[src/rtl/m_code_pkg.sv]
// rtl/m_code_pkg.sv - shared m-sequence constants, LFSR step and sync state type
package m_code_pkg;

    localparam logic [4:0] M_SEED = 5'b11111;
    localparam int         M_LEN  = 31;

    typedef enum logic {
        SEARCH = 1'b0,
        LOCKED = 1'b1
    } msync_state_e;

    function automatic logic [4:0] m_next(input logic [4:0] q);
        return {q[3] ^ q[0], q[4:1]};
    endfunction

endpackage

[src/rtl/m_code_lfsr5.sv]
// rtl/m_code_lfsr5.sv - 5-stage m-sequence LFSR with advance enable, hold and seed reload
module m_code_lfsr5
    import m_code_pkg::*;
(
    input  logic       clk,
    input  logic       rst_n,
    input  logic       i_en,
    input  logic       i_hold,
    input  logic       i_load,
    output logic [4:0] o_q,
    output logic       o_chip
);

    logic [4:0] r_q;

    always_ff @(posedge clk or negedge rst_n) begin
        if (!rst_n) begin
            r_q <= M_SEED;
        end else if (i_load) begin
            r_q <= M_SEED;
        end else if (i_en && !i_hold) begin
            r_q <= m_next(r_q);
        end
    end

    assign o_q    = r_q;
    assign o_chip = r_q[0];

endmodule

[src/rtl/m_code_31_sync.sv]
// rtl/m_code_31_sync.sv - 31-chip m-code chip-timing recovery, sliding correlator and lock FSM
// Build option MSYNC_BER_EN: enables the saturating chip-error counter on err_cnt.
module m_code_31_sync
    import m_code_pkg::*;
#(
    parameter int CLK_PER_CHIP = 16,
    parameter int SAMPLE_PH    = 8,
    parameter int LOCK_TH      = 28,
    parameter int LOSS_TH      = 24,
    parameter int MISS_MAX     = 2
) (
    input  logic        clk,
    input  logic        rst_n,
    input  logic        rx_code,
    output logic        locked,
    output logic        local_code,
    output logic [4:0]  corr_val,
    output logic        corr_valid,
    output logic [4:0]  slip_cnt,
    output logic [15:0] err_cnt
);

    localparam int              PH_W        = $clog2(CLK_PER_CHIP);
    localparam logic [PH_W-1:0] C_SAMPLE_PH = PH_W'(SAMPLE_PH);
    localparam logic [4:0]      C_LOCK_TH   = 5'(LOCK_TH);
    localparam logic [4:0]      C_LOSS_TH   = 5'(LOSS_TH);
    localparam logic [1:0]      C_MISS_MAX  = 2'(MISS_MAX);
    localparam logic [4:0]      C_LAST      = 5'(M_LEN - 1);

    logic            r_rx_d;
    logic [PH_W-1:0] r_phase;
    logic [4:0]      r_win_idx;
    logic [4:0]      r_matches;
    logic [4:0]      r_corr_val;
    logic            r_corr_valid;
    logic [1:0]      r_miss;
    logic            r_slip_pend;
    logic [4:0]      r_slip_cnt;
    msync_state_e    r_state;

    msync_state_e    w_state_nxt;
    logic            w_edge;
    logic            w_strobe;
    logic            w_match;
    logic [4:0]      w_corr;
    logic            w_win_end;
    logic            w_pass_lock;
    logic            w_pass_loss;
    logic [1:0]      w_miss_inc;
    logic            w_enter_locked;
    logic            w_enter_search;
    logic [4:0]      w_q;
    logic            w_chip;
    logic            w_lfsr_zero;

    // An rx transition re-centres chip timing and suppresses a coincident sample.
    assign w_edge      = (rx_code != r_rx_d);
    assign w_strobe    = (r_phase == C_SAMPLE_PH) && !w_edge;
    assign w_match     = (r_rx_d == w_chip);
    assign w_corr      = r_matches + {4'd0, w_match};
    assign w_win_end   = w_strobe && (r_win_idx == C_LAST);
    assign w_pass_lock = (w_corr >= C_LOCK_TH);
    assign w_pass_loss = (w_corr >= C_LOSS_TH);
    assign w_miss_inc  = r_miss + 2'd1;
    assign w_lfsr_zero = (w_q == 5'd0);

    assign w_enter_locked = (r_state == SEARCH) && (w_state_nxt == LOCKED);
    assign w_enter_search = (r_state == LOCKED) && (w_state_nxt == SEARCH);

    m_code_lfsr5 u_lfsr (
        .clk    (clk),
        .rst_n  (rst_n),
        .i_en   (w_strobe),
        .i_hold (r_slip_pend),
        .i_load (w_lfsr_zero),
        .o_q    (w_q),
        .o_chip (w_chip)
    );

    always_ff @(posedge clk or negedge rst_n) begin
        if (!rst_n) begin
            r_rx_d  <= 1'b1;
            r_phase <= '0;
        end else begin
            r_rx_d  <= rx_code;
            r_phase <= w_edge ? '0 : r_phase + PH_W'(1);
        end
    end

    always_ff @(posedge clk or negedge rst_n) begin
        if (!rst_n) begin
            r_win_idx    <= '0;
            r_matches    <= '0;
            r_corr_val   <= '0;
            r_corr_valid <= 1'b0;
        end else begin
            r_corr_valid <= w_win_end;
            if (w_win_end) begin
                r_win_idx  <= '0;
                r_matches  <= '0;
                r_corr_val <= w_corr;
            end else if (w_strobe) begin
                r_win_idx <= r_win_idx + 5'd1;
                r_matches <= w_corr;
            end
        end
    end

    always_ff @(posedge clk or negedge rst_n) begin
        if (!rst_n) begin
            r_state <= SEARCH;
        end else begin
            r_state <= w_state_nxt;
        end
    end

    always_comb begin
        w_state_nxt = r_state;
        if (w_win_end) begin
            case (r_state)
                SEARCH:  if (w_pass_lock) w_state_nxt = LOCKED;
                LOCKED:  if (!w_pass_loss && (w_miss_inc >= C_MISS_MAX)) w_state_nxt = SEARCH;
                default: w_state_nxt = SEARCH;
            endcase
        end
    end

    always_comb begin
        locked = (r_state == LOCKED);
    end

    // A failed search window holds the local code back one chip on the next strobe.
    always_ff @(posedge clk or negedge rst_n) begin
        if (!rst_n) begin
            r_slip_pend <= 1'b0;
            r_slip_cnt  <= '0;
            r_miss      <= '0;
        end else begin
            if (w_win_end && (r_state == SEARCH) && !w_pass_lock) begin
                r_slip_pend <= 1'b1;
                r_slip_cnt  <= (r_slip_cnt == C_LAST) ? 5'd0 : r_slip_cnt + 5'd1;
            end else begin
                if (w_strobe) r_slip_pend <= 1'b0;
                if (w_enter_search) r_slip_cnt <= '0;
            end
            if (w_enter_locked || w_enter_search) begin
                r_miss <= '0;
            end else if (w_win_end && (r_state == LOCKED)) begin
                r_miss <= w_pass_loss ? 2'd0 : w_miss_inc;
            end
        end
    end

`ifdef MSYNC_BER_EN
    logic [15:0] r_err_cnt;

    always_ff @(posedge clk or negedge rst_n) begin
        if (!rst_n) begin
            r_err_cnt <= '0;
        end else if (w_enter_locked) begin
            r_err_cnt <= '0;
        end else if (w_strobe && (r_state == LOCKED) && !w_match && (r_err_cnt != 16'hFFFF)) begin
            r_err_cnt <= r_err_cnt + 16'd1;
        end
    end

    assign err_cnt = r_err_cnt;
`else
    assign err_cnt = 16'd0;
`endif

    assign local_code = w_chip;
    assign corr_val   = r_corr_val;
    assign corr_valid = r_corr_valid;
    assign slip_cnt   = r_slip_cnt;

endmodule

[config.mk]
export PLATFORM = sky130hd
export DESIGN_NAME = m_code_31_sync
export DESIGN_NICKNAME = d
export VERILOG_FILES = /design/src/rtl/m_code_pkg.sv /design/src/rtl/m_code_lfsr5.sv /design/src/rtl/m_code_31_sync.sv
export SDC_FILE = /design/constraint.sdc
export NUM_CORES = 1
export LEC_CHECK = 0
export BUFFER_PORTS_ARGS = -buffer_cell sky130_fd_sc_hd__buf_2
export CORE_MARGIN = 10
export CORE_UTILIZATION = 45
export CTS_CLUSTER_SIZE = 28
export DETAILED_ROUTE_END_ITERATION = 8
export PLACE_DENSITY = 0.66
export SYNTH_ARGS = -nofsm -noshare
export SYNTH_HDL_FRONTEND = slang
export SYNTH_HIERARCHICAL = 1
export SYNTH_SLANG_ARGS = --single-unit
export TNS_END_PERCENT = 1
[constraint.sdc]
create_clock -name clk -period 4.2 [get_ports clk]
set_clock_uncertainty 0.2 [all_clocks]
set_input_delay 0.42 -clock clk [delete_from_list [all_inputs] [get_ports clk]]
set_output_delay 0.42 -clock clk [all_outputs]
set_load 0.05 [all_outputs]
; Word level (Yosys, flattened, before mapping)
; Index checks and enable logic that the tools add are counted.
[op_classes]
addsub = 5
magnitude_cmp = 3
eq_ne = 5
muxes = 19
n_bitwise = 3
n_reduce_logical = 20
[op_table]
columns = op, count
row1 = 5-bit 2-to-1 mux, 9
row2 = "5-bit by 1-bit adder with 5-bit output, second input constant", 2
row3 = "5-bit == test, second input constant", 2
row4 = "5-bit greater-or-equal comparator, second input constant", 2
row5 = 2-bit nonzero test, 5
row6 = 1-bit logical AND, 9
row7 = 2-bit 2-to-1 mux, 3
row8 = 5-bit by 1-bit adder with 5-bit output, 1
row9 = 5-bit zero test, 1
row10 = 1-bit 2-to-1 mux, 5
row11 = "4-bit by 1-bit adder with 4-bit output, second input constant", 1
row12 = "4-bit == test, second input constant", 1
row13 = 1-bit zero test, 4
row14 = 4-bit 2-to-1 mux, 1
row15 = "2-bit by 1-bit adder with 2-bit output, second input constant", 1
row16 = "2-bit greater-or-equal comparator, second input constant", 1
row17 = 1-bit inverter, 2
row18 = 1-bit case mux with 2 select lines, 1
row19 = 1-bit == test, 1
row20 = 1-bit logical OR, 1
row21 = 1-bit != test, 1
row22 = 1-bit bitwise XOR, 1
[totals]
ff_bits = 35

; Depth between registers and ports, before layout
; Gate-level depths: netlist (run 1).
[depth]
word_depth = 12
depth_mapped = 12
ltp_nobuf = 12

; Modules after synthesis
; Netlist (run 1), hierarchy kept.
[modules_own_cells]
columns = mod, instances, cells_each, area_each_um2, seq_area_each_um2
row1 = m_code_31_sync, 1, 177, 1778.0, 752.0
row2 = m_code_lfsr5, 1, 19, 250.2, 131.4

; Worst setup path before layout (run 1)
; No wires, ideal clock.
[synth_timing]
path_kind = reg-to-reg
startpoint = register u_lfsr.r_q[0] (netlist: u_lfsr/o_q[0])
endpoint = register r_miss[1]
setup_time_ps = 124
arrival_ps = 2963
required_ps = 3876
slack_ps = 913
stages_incl_launch_ff = 13
n_path_buf = 0
period_less_slack_ps = 3287
cell_sequence = dfstp_2 > xnor2_1 > ha_1 > ha_1 > nand2b_1 > or4_4 > o21ai_1 > a21oi_1 > a31o_1 > ha_1 > nand2b_1 > o221ai_1 > o2bb2ai_1
[synth_between]
elab_chain_cells = 12
elab_cells_between_ends = 18
classes_between = 1 x add/sub / 2 x order compare / 1 x eq/ne / 7 x mux / 1 x bitwise / 6 x reduce/logical
[synth_rtl]
columns = item, line
row1 = from (decl), m_code_lfsr5.sv:14  ; logic [4:0] r_q;
row2 = from (signal assigned), m_code_lfsr5.sv:22  ; r_q <= m_next(r_q);
row3 = 1-bit == test (*), m_code_31_sync.sv:59  ; assign w_match = (r_rx_d == w_chip);
row4 = 5-bit by 1-bit adder with 5-bit output (*), m_code_31_sync.sv:60  ; assign w_corr = r_matches + {4'd0, w_match};
row5 = 5-bit greater-or-equal comparator, m_code_31_sync.sv:63  ; assign w_pass_loss = (w_corr >= C_LOSS_TH);
row6 = 1-bit zero test, m_code_31_sync.sv:122  ; LOCKED: if (!w_pass_loss && (w_miss_inc >= C_MISS_MAX)) w_state_nxt = SEARCH;
row7 = 1-bit logical AND, m_code_31_sync.sv:122
row8 = 1-bit 2-to-1 mux, m_code_31_sync.sv:122
row9 = 1-bit case mux with 2 select lines, m_code_31_sync.sv:120  ; case (r_state)
row10 = 1-bit 2-to-1 mux, m_code_31_sync.sv:119  ; if (w_win_end) begin
row11 = 1-bit inverter, m_code_31_sync.sv:68  ; assign w_enter_search = (r_state == LOCKED) && (w_state_nxt == SEARCH);
row12 = 1-bit logical AND, m_code_31_sync.sv:68
row13 = 1-bit logical OR, m_code_31_sync.sv:146  ; if (w_enter_locked || w_enter_search) begin
row14 = 2-bit 2-to-1 mux or 2-bit nonzero test (tied branches), --
row15 = to (signal assigned), m_code_31_sync.sv:149  ; r_miss <= w_pass_loss ? 2'd0 : w_miss_inc;
row16 = to (decl), m_code_31_sync.sv:36  ; logic [1:0] r_miss;
; Mark *: on every way between the ends. The rest lies on a longest branch, timed or not. The select of a mux whose other input is x is not followed.
; A chain may end at the register's enable or synchronous reset.

; Final worst setup path (run 1)
; Ends and elaborated chain as after synthesis.

==> impl_metrics.py, run 1 <==
metrics = {
    "sta": {
        "final.setup.tns_ns": 0,
        "relSlewSlack_pct": 48.8,
        "report.final.slew_viol_count": 0,
        "tightest_slew_ns": 0.769,
        "final_hold_viol_count": 0,
        "post-route-period-util_pct": 77.0,
        "rsz0062_at_grt": "false",
        "fmax_ghz": 0.309,
        "setup_viol": 0,
        "period_needed_ns": 3.23,
    },
    "synth": {
        "yosysTopAreaCell": "dfrtp_1",
        "ys_seq_area_share_pct": 43.6,
        "synth_flop_cell": "dfrtp_1",
        "ys_warn_count": 6,
        "synthDominantCellAreaShare_pct": 35.8,
        "synth_top_cells_by_area": "dfrtp_1, dfstp_2, buf_4",
        "synth.cell_area_um2": 2030,
        "syn_inst": 196,
        "synth_edf_count": 0,
        "avgSynthCellArea_um2": 10.3,
        "synth-async-reset-ratio_pct": 100,
        "ys_ff_latch": 35,
        "yosysUniqueCellTypes": 52,
    },
    "worst_setup_path": {
        "cp_max_fo": 6,
        "critPathRequiredTime_ns": 4.17,
        "crit_arrival_ns": 3.20,
        "crit_path_end_kind": "flop",
        "worstSetupStartpointType": "flop",
        "crit_type": "reg -> reg",
    },
    "pwr": {
        "p_total_mw": 0.856,
        "p_leak_nw": 1.06,
        "p_per_area_nw_per_um2": 401,
        "ir_worst_vdd_mv": 0.200,
    },
    "cts": {
        "cts_tree": "yes",
        "cts_buffers": 5,
        "clockBufferDepth": 2,
        "root_buffer": "clkbuf_8",
        "cts.sinks": 35,
        "holdBufCountCts": 0,
        "clkTransAtPathRegs_ns": 0.07,
        "postCtsResizedCells": 0,
        "htreeDepth": 2,
        "clock_latency_ns": 0.28,
        "cts_setup_buffers": 0,
    },
    "detailed_routing": {
        "routed_via_density": 5.25,
        "drtIter0Drc": 48,
        "ant_nets": 0,
        "first_pass_iters": 5,
        "wire_per_inst_um": 13.7,
        "detail_route.wirelength_um": 3570,
        "vias": 1369,
        "drcViolationCount": 0,
    },
    "global_route": {
        "grt_pass1_vias": 1341,
        "grt-ovfl-total": 0,
        "track_usage_pct": 9.98,
        "grt_pass1_wl_um": 6210,
        "antenna_found_initial": 0,
        "grt_max_degree": 36,
    },
    "final_layout": {
        "drive_above_1_share_pct": 19.6,
        "final_net_count": 220,
        "fill_cells": 426,
        "syn_to_final_growth_pct": 5.18,
        "layout.cells.non_filler": 261,
        "diodes": 0,
        "fin_util_pct": 49.0,
    },
    "status": {
        "status": "finished, final reports clean",
    },
    "floorplanning": {
        "dieHeight_um": 87.1,
        "io_pins": 32,
        "die_width_um": 87.1,
        "std_cell_rows": 24,
        "coreArea_um2": 4350,
        "dieArea_um2": 7590,
        "start_util_pct": 46.6,
    },
    "hold_path": {
        "hold_class": "in -> async",
    },
    "run": {
        "maxCapViolations": 0,
    },
    "placement": {
        "port_buffers": 15,
        "gp_congestion": 0.830,
        "hpwl_um": 2610,
        "place_inst": 253,
    },
}
-- Yosys cell counts, types with 2 or more instances --
cell	instances
nand2_1	13
inv_1	6
o21ai_1	4
buf_2	2
mux2_2	3
dfrtp_1	29
xor2_1	7
nand3_1	7
a31oi_1	3
o2bb2ai_1	5
buf_6	2
nand4_1	4
nor2_1	12
a211o_1	4
dfstp_2	6
o21ai_0	9
ha_1	9
buf_4	18
nand2b_1	4
o31ai_1	3
a21o_1	3
a21oi_1	7
and3b_1	4
o211ai_1	2
xnor2_1	3
-- state kept, by name (all words and copies together), names as in the netlist --
register     count
corr_val         5
r_matches        5
r_win_idx        5
slip_cnt         5
u_lfsr/o_q       5
r_phase          4
r_miss           2
corr_valid       1
locked           1
r_rx_d           1
r_slip_pend      1
-- layer usage --
layer | GRT usage, % | vias to the layer above | part of all wire (%)
li1 | - | 686 | -
met5 | 0 | - | 0
met1 | 12.7 | 643 | 46
met2 | 14.7 | 33 | 45
met3 | 3.65 | 7 | 7.3
met4 | 4.35 | 0 | 1.7
-- final timing paths --
kind                       cells past startpoint                      start  slack [ns]                        to
max                                           12  u_lfsr/o_q[0]$_DFFE_PN1P_        0.97     r_miss[1]$_DFFE_PN0P_
min                                            1                      rst_n       0.008  r_win_idx[4]$_DFFE_PN0P_
max reg2reg                                   12  u_lfsr/o_q[0]$_DFFE_PN1P_        0.97     r_miss[1]$_DFFE_PN0P_
min reg2reg                                    2   r_matches[0]$_DFFE_PN0P_        0.29  r_matches[0]$_DFFE_PN0P_
max in group asynchronous                      1                      rst_n        3.31      r_phase[1]$_DFF_PN0_
min in group clk                               1                    rx_code        0.05          r_rx_d$_DFF_PN1_
-- critical path: stages (launching register included) --
cell	delay (ns)
dfstp_2	0.58
xnor2_1	0.08
ha_1	0.23
ha_1	0.26
nand2b_1	0.20
or4_4	0.43
o21ai_1	0.17
a21oi_1	0.13
a31o_1	0.19
ha_1	0.28
nand2b_1	0.10
o221ai_1	0.12
o2bb2ai_1	0.14
-- power breakdown --
group          switching, mW  internal, mW  total, mW
Combinational          0.105        0.0530      0.158
Sequential            0.0395         0.394      0.434
Clock                  0.115         0.150      0.264
-- metrics by stage --
| stage | setup WS [ns] | area, µm² | hold slack (ns) |
|---|---|---|---|
| 2_1_floorplan | 0.913 | 2080 | -0.0756 |
| 3_3_place_gp | 1.03 | 2030 | 0.264 |
| 3_5_place_dp | 0.972 | 2030 | 0.278 |
| 4_1_cts | 0.967 | 2130 | 0.0340 |
| 5_1_grt | 0.756 | 2130 | 0.0381 |
| 6_report | 0.967 | 2130 | 0.00775 |
-- kinds of logic after synthesis --
group                    count (synthesis)  share of synthesized area, %
XOR/XNOR                                10                          4.32
flip-flops                              35                          43.6
AND/OR/NAND/NOR                         57                          17.2
buffers and inverters                   33                          11.0
other                                    1                         0.185
AO/OA/AOI/OAI                           47                          16.0
adder cells (fa/ha/maj)                  9                          5.55
multiplexers                             4                          2.16
-- final cells by class --
cell class | instances | area, µm² | area share, %
Clock buffer | 8 | 100 | 4.69
Inverter | 8 | 32.5 | 1.52
Multi-Input combinational cell | 143 | 977 | 45.8
Sequential cell | 35 | 883 | 41.4
Tap cell | 52 | 65.1 | 3.05
Timing Repair Buffer | 15 | 75.1 | 3.52
-- layout by cell type, fill, tap and decap left out, types with 2 or more instances in the layout --
cell       count
dfrtp_1       29
conb_1        16
buf_2         15
nand2_1       13
nor2_1        12
o21ai_0        9
ha_1           9
xor2_1         7
a21oi_1        7
nand3_1        7
clkbuf_8       7
inv_1          6
dfstp_2        6
o2bb2ai_1      5
nand2b_1       4
o21ai_1        4
nand4_1        4
and3b_1        4
a211o_1        4
xnor2_1        3
o31ai_1        3
a21o_1         3
a31oi_1        3
mux2_2         3
o211ai_1       2
Note: power is estimated with default switching activity, not from simulation.
==> inputs of run 2 (changes only) <==
- ABC_AREA: not set -> 1
- clock period: 4.2 -> 3 ns (I/O delays scaled with it)
==> run 2 against run 1 <==
Net effect: core utilization grew 2.1 points; clock power grew 24%; worst setup slack lost 0.63 ns; fmax grew 21%; register-to-register slack lost 0.63 ns; synthesized cell count grew 12%; global-route usage grew 0.18 points; flip-flop and latch count is the same; largest cell class is now flip-flops and latches.
==> impl_metrics.py, run 2 <==
metrics = {
    "detailed_routing": {
        "ant_nets": 0,
        "first_pass_iters": 4,
        "drtIter0Drc": 81,
        "wire_per_inst_um": 11.7,
        "drcViolationCount": 0,
        "routed_via_density": 4.56,
        "detail_route.wirelength_um": 3400,
        "vias": 1323,
    },
    "pwr": {
        "seq_power_share_pct": 51.9,
        "p_per_area_nw_per_um2": 512,
        "p_sw_share_pct": 31.7,
        "switchingPower_mw": 0.341,
        "ir_worst_vdd_mv": 0.346,
        "p_clk_share_pct": 30.4,
        "p_int_mw": 0.736,
        "p_leak_nw": 1.15,
        "pwr-share-comb_pct": 17.8,
    },
    "synth": {
        "synth_flop_cell": "dfrtp_1",
        "synth_xor_area_share_pct": 4.80,
        "netlist_top_cells_count": "nand2_1, dfrtp_1, nand3_1",
        "yosys-mux-area-fraction_pct": 0,
        "synth.cell_area_um2": 1960,
        "synth-async-reset-ratio_pct": 100,
        "synthMostInstantiatedCell": "nand2_1",
        "synth_top_cells_by_area": "dfrtp_1, nand2_1, dfstp_2",
        "yosysTopAreaCell": "dfrtp_1",
        "ys_seq_area_share_pct": 45.2,
        "synth_edf_count": 0,
        "ys_ff_latch": 35,
        "synth_compound_area_share_pct": 4.54,
        "synthDominantCellAreaShare_pct": 37.1,
        "yosys.area_share.adder_pct": 5.76,
        "ys_warn_count": 6,
        "yosysUniqueCellTypes": 31,
        "syn_inst": 219,
        "synth_top_family_by_area": "simple AND/OR/NAND/NOR gates",
        "avgSynthCellArea_um2": 8.93,
        "synth-simple-area-share_pct": 26.7,
    },
    "cts": {
        "clockBufferDepth": 2,
        "clock_latency_ns": 0.29,
        "cts_tree": "yes",
        "clkTransAtPathRegs_ns": 0.07,
        "htreeDepth": 2,
        "cts_buffers": 5,
        "cts_setup_buffers": 0,
        "cts.sinks": 35,
        "root_buffer": "clkbuf_8",
    },
    "placement": {
        "gp_congestion": 0.832,
        "place_ws_ns": 0.323,
        "hpwl_um": 2510,
        "port_buffers": 15,
    },
    "sta": {
        "tightest_slew_ns": 0.763,
        "relSlewSlack_pct": 49.1,
        "fmax_ghz": 0.375,
        "period_needed_ns": 2.67,
        "final_hold_viol_count": 0,
        "setup_viol": 0,
        "report.final.slew_viol_count": 0,
        "final.setup.tns_ns": 0,
        "rsz0062_at_grt": "false",
        "layout_setup_ws_ns": 0.335,
        "post-route-period-util_pct": 88.8,
    },
    "floorplanning": {
        "std_cell_rows": 23,
        "die_width_um": 85.9,
        "start_util_pct": 47.5,
        "dieArea_um2": 7380,
        "dieHeight_um": 85.9,
        "io_pins": 32,
        "coreArea_um2": 4120,
    },
    "worst_setup_path": {
        "crit_path_max_incr_delay_ns": 0.58,
        "cp_max_fo": 6,
        "crit_path_end_kind": "flop",
        "r2r_end": "r_miss[0]$_DFFE_PN0P_",
        "slowest_stage": "dfstp_2",
        "path_cells": "xnor2_1 > ha_1 > ha_1 > xor2_2 > nand3_4 > nand2_4 > nand3_2 > nand2_2 > inv_2 > ha_1 > nand3_1 > nand3_1 > nand2_1 > inv_1",
        "crit_arrival_ns": 2.66,
        "r2r_slack_ns": 0.33,
        "path_common_cell": "ha_1",
        "r2r_start": "u_lfsr/o_q[0]$_DFFE_PN1P_",
        "critPathRequiredTime_ns": 2.99,
        "rr_worst_depth": 14,
        "crit_type": "reg -> reg",
        "worstSetupStartpointType": "flop",
    },
    "final_layout": {
        "syn_to_final_growth_pct": 7.55,
        "final_common_cell": "nand2_1",
        "layout_common_cells": "nand2_1, dfrtp_1, nand3_1",
        "final_net_count": 251,
        "diodes": 0,
        "drive_above_1_share_pct": 20.8,
    },
    "hold_path": {
        "hold_class": "reg -> reg",
        "min_from": "corr_val[0]$_DFFE_PN0P_",
        "whs_path_depth": 2,
        "holdPathEnd": "corr_val[0]$_DFFE_PN0P_",
    },
    "status": {
        "status": "finished, final reports clean",
    },
    "global_route": {
        "track_usage_pct": 10.2,
        "grt_pass1_vias": 1326,
        "grt-ovfl-total": 0,
        "antenna_found_initial": 0,
        "grt_max_degree": 36,
        "grt_pass1_wl_um": 6170,
    },
    "run": {
        "maxCapViolations": 0,
    },
}
run 2: critical path: cells and delay by family (launching register included):
kind,cells,cell delay [ns]
fa+ha+maj,3,0.73
simple gates,7,0.62
flops,1,0.58
xor+xnor,2,0.38
buf+inv,2,0.06
run 2: metrics by stage:
step | power (mW) | util, % | cells | instance area [µm²] | hold WS (ns)
3_5_place_dp | 0.757 | 48.6 | 280 | 2000 | 0.224
4_1_cts | 1.09 | 51.1 | 290 | 2100 | 0.272
5_1_grt | 1.15 | 51.1 | 290 | 2100 | 0.295
6_report | 1.08 | 51.1 | 290 | 2100 | 0.268
3_3_place_gp | 0.754 | 48.6 | 280 | 2000 | 0.230
2_1_floorplan | 0.736 | - | 234 | 2010 | -0.196
run 2: final cells by class:
type	count	area [µm²]
multi-input combinational	154	878
fill	389	2010
clock inverter	3	15.0
timing repair buffer	17	95.1
clock buffer	5	68.8
tap	50	62.6
sequential	35	883
inverter	26	100
run 2: per-layer routing:
metal	up-vias	track usage, %	routed length, µm
li1	700	-	-
met1	580	12.4	1600
met2	36	15.0	1460
met3	7	4.26	274
met4	0	4.94	65
met5	-	0	0
run 2: repair_timing:
item,4_1_cts,5_1_grt
hold endpoints to repair,30,0
resized for setup,0,0
hold buffers,2,0
run 2: worst max path at each step:
stage	startpoint	end	slack, ns	cells after the start
after floorplan	u_lfsr/o_q[0]$_DFFE_PN1P_	r_miss[0]$_DFFE_PN0P_	0.31	14
after global placement	u_lfsr/o_q[0]$_DFFE_PN1P_	r_miss[0]$_DFFE_PN0P_	0.40	14
after detailed placement	u_lfsr/o_q[0]$_DFFE_PN1P_	r_miss[0]$_DFFE_PN0P_	0.32	14
after CTS	u_lfsr/o_q[0]$_DFFE_PN1P_	r_miss[0]$_DFFE_PN0P_	0.32	14
after global routing	u_lfsr/o_q[0]$_DFFE_PN1P_	r_miss[0]$_DFFE_PN0P_	0.09	15
final	u_lfsr/o_q[0]$_DFFE_PN1P_	r_miss[0]$_DFFE_PN0P_	0.33	14
run 2: logic make-up (layout without fill, tap and decap cells):
logic type	after synthesis	after routing
simple gates	105	105
buf+inv	45	51
fa+ha+maj	9	9
compound gates	15	15
other cells	1	16
xor+xnor	9	9
flops	35	35
run 2: power by group through the flow:
| stage | Clock [mW] | Combinational (mW) | Sequential [mW] |
|---|---|---|---|
| 2_1_floorplan | 0 | 0.164 | 0.572 |
| 3_3_place_gp | 0 | 0.188 | 0.566 |
| 3_5_place_dp | 0 | 0.189 | 0.567 |
| 4_1_cts | 0.343 | 0.193 | 0.559 |
| 5_1_grt | 0.368 | 0.217 | 0.566 |
| 6_report | 0.327 | 0.191 | 0.559 |
==> inputs of run 3 (changes only) <==
- CORE_ASPECT_RATIO: not set -> 0.9
- SLEW_MARGIN: not set -> 30
==> run 3 against run 2 <==
Net effect: flip-flop and latch count stayed put; worst setup slack better by 0.019 ns; register-to-register slack gained 0.02 ns; critical path type unchanged; critical endpoint unchanged.
==> impl_metrics.py, run 3 (synthesis results as in run 2) <==
metrics = {
    "run": {
        "maxCapViolations": 0,
    },
    "global_route": {
        "antenna_found_initial": 0,
        "track_usage_pct": 9.67,
        "grt_pass1_wl_um": 5630,
        "grt_max_degree": 36,
        "grt_pass1_vias": 1210,
        "grt-ovfl-total": 0,
    },
    "pwr": {
        "p_sw_share_pct": 29.4,
        "p_clk_share_pct": 33.0,
        "p_int_mw": 0.787,
        "switchingPower_mw": 0.327,
        "ir_worst_vdd_mv": 0.403,
        "p_per_area_nw_per_um2": 526,
        "seq_power_share_pct": 50.2,
        "pwr-share-comb_pct": 16.9,
        "p_leak_nw": 1.15,
    },
    "sta": {
        "period_needed_ns": 2.65,
        "layout_setup_ws_ns": 0.354,
        "final_hold_viol_count": 0,
        "final.setup.tns_ns": 0,
        "rsz0062_at_grt": "false",
        "relSlewSlack_pct": 49.9,
        "whs_ns": 0.264,
        "tightest_slew_ns": 0.752,
        "report.final.slew_viol_count": 0,
        "setup_viol": 0,
        "post-route-period-util_pct": 88.2,
        "fmax_ghz": 0.378,
    },
    "placement": {
        "place_ws_ns": 0.332,
        "dpl_cell_area_um2": 2000,
        "hpwl_um": 2510,
        "port_buffers": 15,
        "gp_congestion": 0.827,
    },
    "detailed_routing": {
        "first_pass_iters": 4,
        "ant_nets": 0,
        "drtIter0Drc": 60,
        "vias": 1364,
        "routed_via_density": 4.74,
        "wire_per_inst_um": 11.8,
        "drcViolationCount": 0,
        "detail_route.wirelength_um": 3390,
    },
    "worst_setup_path": {
        "crit_path_end_kind": "flop",
        "rr_worst_depth": 14,
        "crit_arrival_ns": 2.62,
        "crit_type": "reg -> reg",
        "worstSetupStartpointType": "flop",
        "critPathRequiredTime_ns": 2.98,
        "cp_max_fo": 6,
    },
    "floorplanning": {
        "dieHeight_um": 82.5,
        "io_pins": 32,
        "dieArea_um2": 7390,
        "coreArea_um2": 4130,
        "start_util_pct": 47.4,
        "std_cell_rows": 22,
        "die_width_um": 89.5,
    },
    "cts": {
        "postCtsResizedCells": 0,
        "root_buffer": "clkbuf_8",
        "cts.sinks": 35,
        "holdBufCountCts": 2,
        "cts_tree": "yes",
        "clockBufferDepth": 2,
        "cts_buffers": 5,
        "clock_latency_ns": 0.28,
        "htreeDepth": 2,
        "clkTransAtPathRegs_ns": 0.07,
        "cts_setup_buffers": 0,
    },
    "hold_path": {
        "whs_path_depth": 2,
        "hold_class": "reg -> reg",
    },
    "status": {
        "status": "finished, final reports clean",
    },
    "final_layout": {
        "syn_to_final_growth_pct": 8.25,
        "final_net_count": 251,
        "drive_above_1_share_pct": 20.4,
        "layout_common_cells": "nand2_1, dfrtp_1, nand3_1",
        "diodes": 0,
        "final_area_um2": 2120,
        "final_common_cell": "nand2_1",
    },
}
run 3: cell count changes in the layout (fill, tap and decap cells not counted), sizes merged:
cell	before	now
clkbuf	5	8
clkinv	3	0
run 3: area by class of cell:
cell class	count	area, µm²
inverters	26	100
well taps	48	60.1
clock buffers	8	100
flip-flops and latches	35	883
fillers	396	2010
multi-input cells	154	878
repair buffers	17	95.1
run 3: routing by layer:
metal	vias to the layer above	share of wire, %	track usage, %
met5	-	0	0
met4	0	0.91	2.86
met3	5	6.4	3.72
met2	28	46	14.9
met1	630	47	12.3
li1	701	-	-
run 3: worst max-delay path: stages, from the launching register on:
cell,delay (ns)
dfstp_2,0.58
xnor2_1,0.12
ha_1,0.20
ha_1,0.24
xor2_2,0.25
nand3_4,0.13
nand2_4,0.09
nand3_2,0.06
nand2_2,0.09
inv_2,0.03
ha_1,0.28
nand3_1,0.09
nand3_1,0.07
nand2_1,0.08
inv_1,0.03
run 3: through the flow:
stage	total power [mW]	cells	util [%]
final	1.11	288	51.3
after global routing	1.19	288	51.3
after CTS	1.13	288	51.3
after detailed placement	0.755	278	48.4
after global placement	0.754	278	48.4
after floorplan	0.736	234	-
run 3: worst paths after layout:
check                                      endpoint                 startpoint  slack [ns]
setup / recovery              r_miss[0]$_DFFE_PN0P_  u_lfsr/o_q[0]$_DFFE_PN1P_        0.35
hold / removal              corr_val[1]$_DFFE_PN0P_    corr_val[1]$_DFFE_PN0P_        0.26
setup reg to reg              r_miss[0]$_DFFE_PN0P_  u_lfsr/o_q[0]$_DFFE_PN1P_        0.35
hold reg to reg             corr_val[1]$_DFFE_PN0P_    corr_val[1]$_DFFE_PN0P_        0.26
max in group asynchronous   slip_cnt[2]$_DFFE_PN0P_                      rst_n        1.69
min in group asynchronous  r_win_idx[2]$_DFFE_PN0P_                      rst_n        0.43
run 3: power groups by stage:
stage	combinational, mW	sequential (mW)	clock, mW
floorplan	0.164	0.572	0
global placement	0.188	0.567	0
detailed placement	0.188	0.568	0
CTS	0.191	0.559	0.382
global route	0.213	0.565	0.409
finish	0.188	0.559	0.367
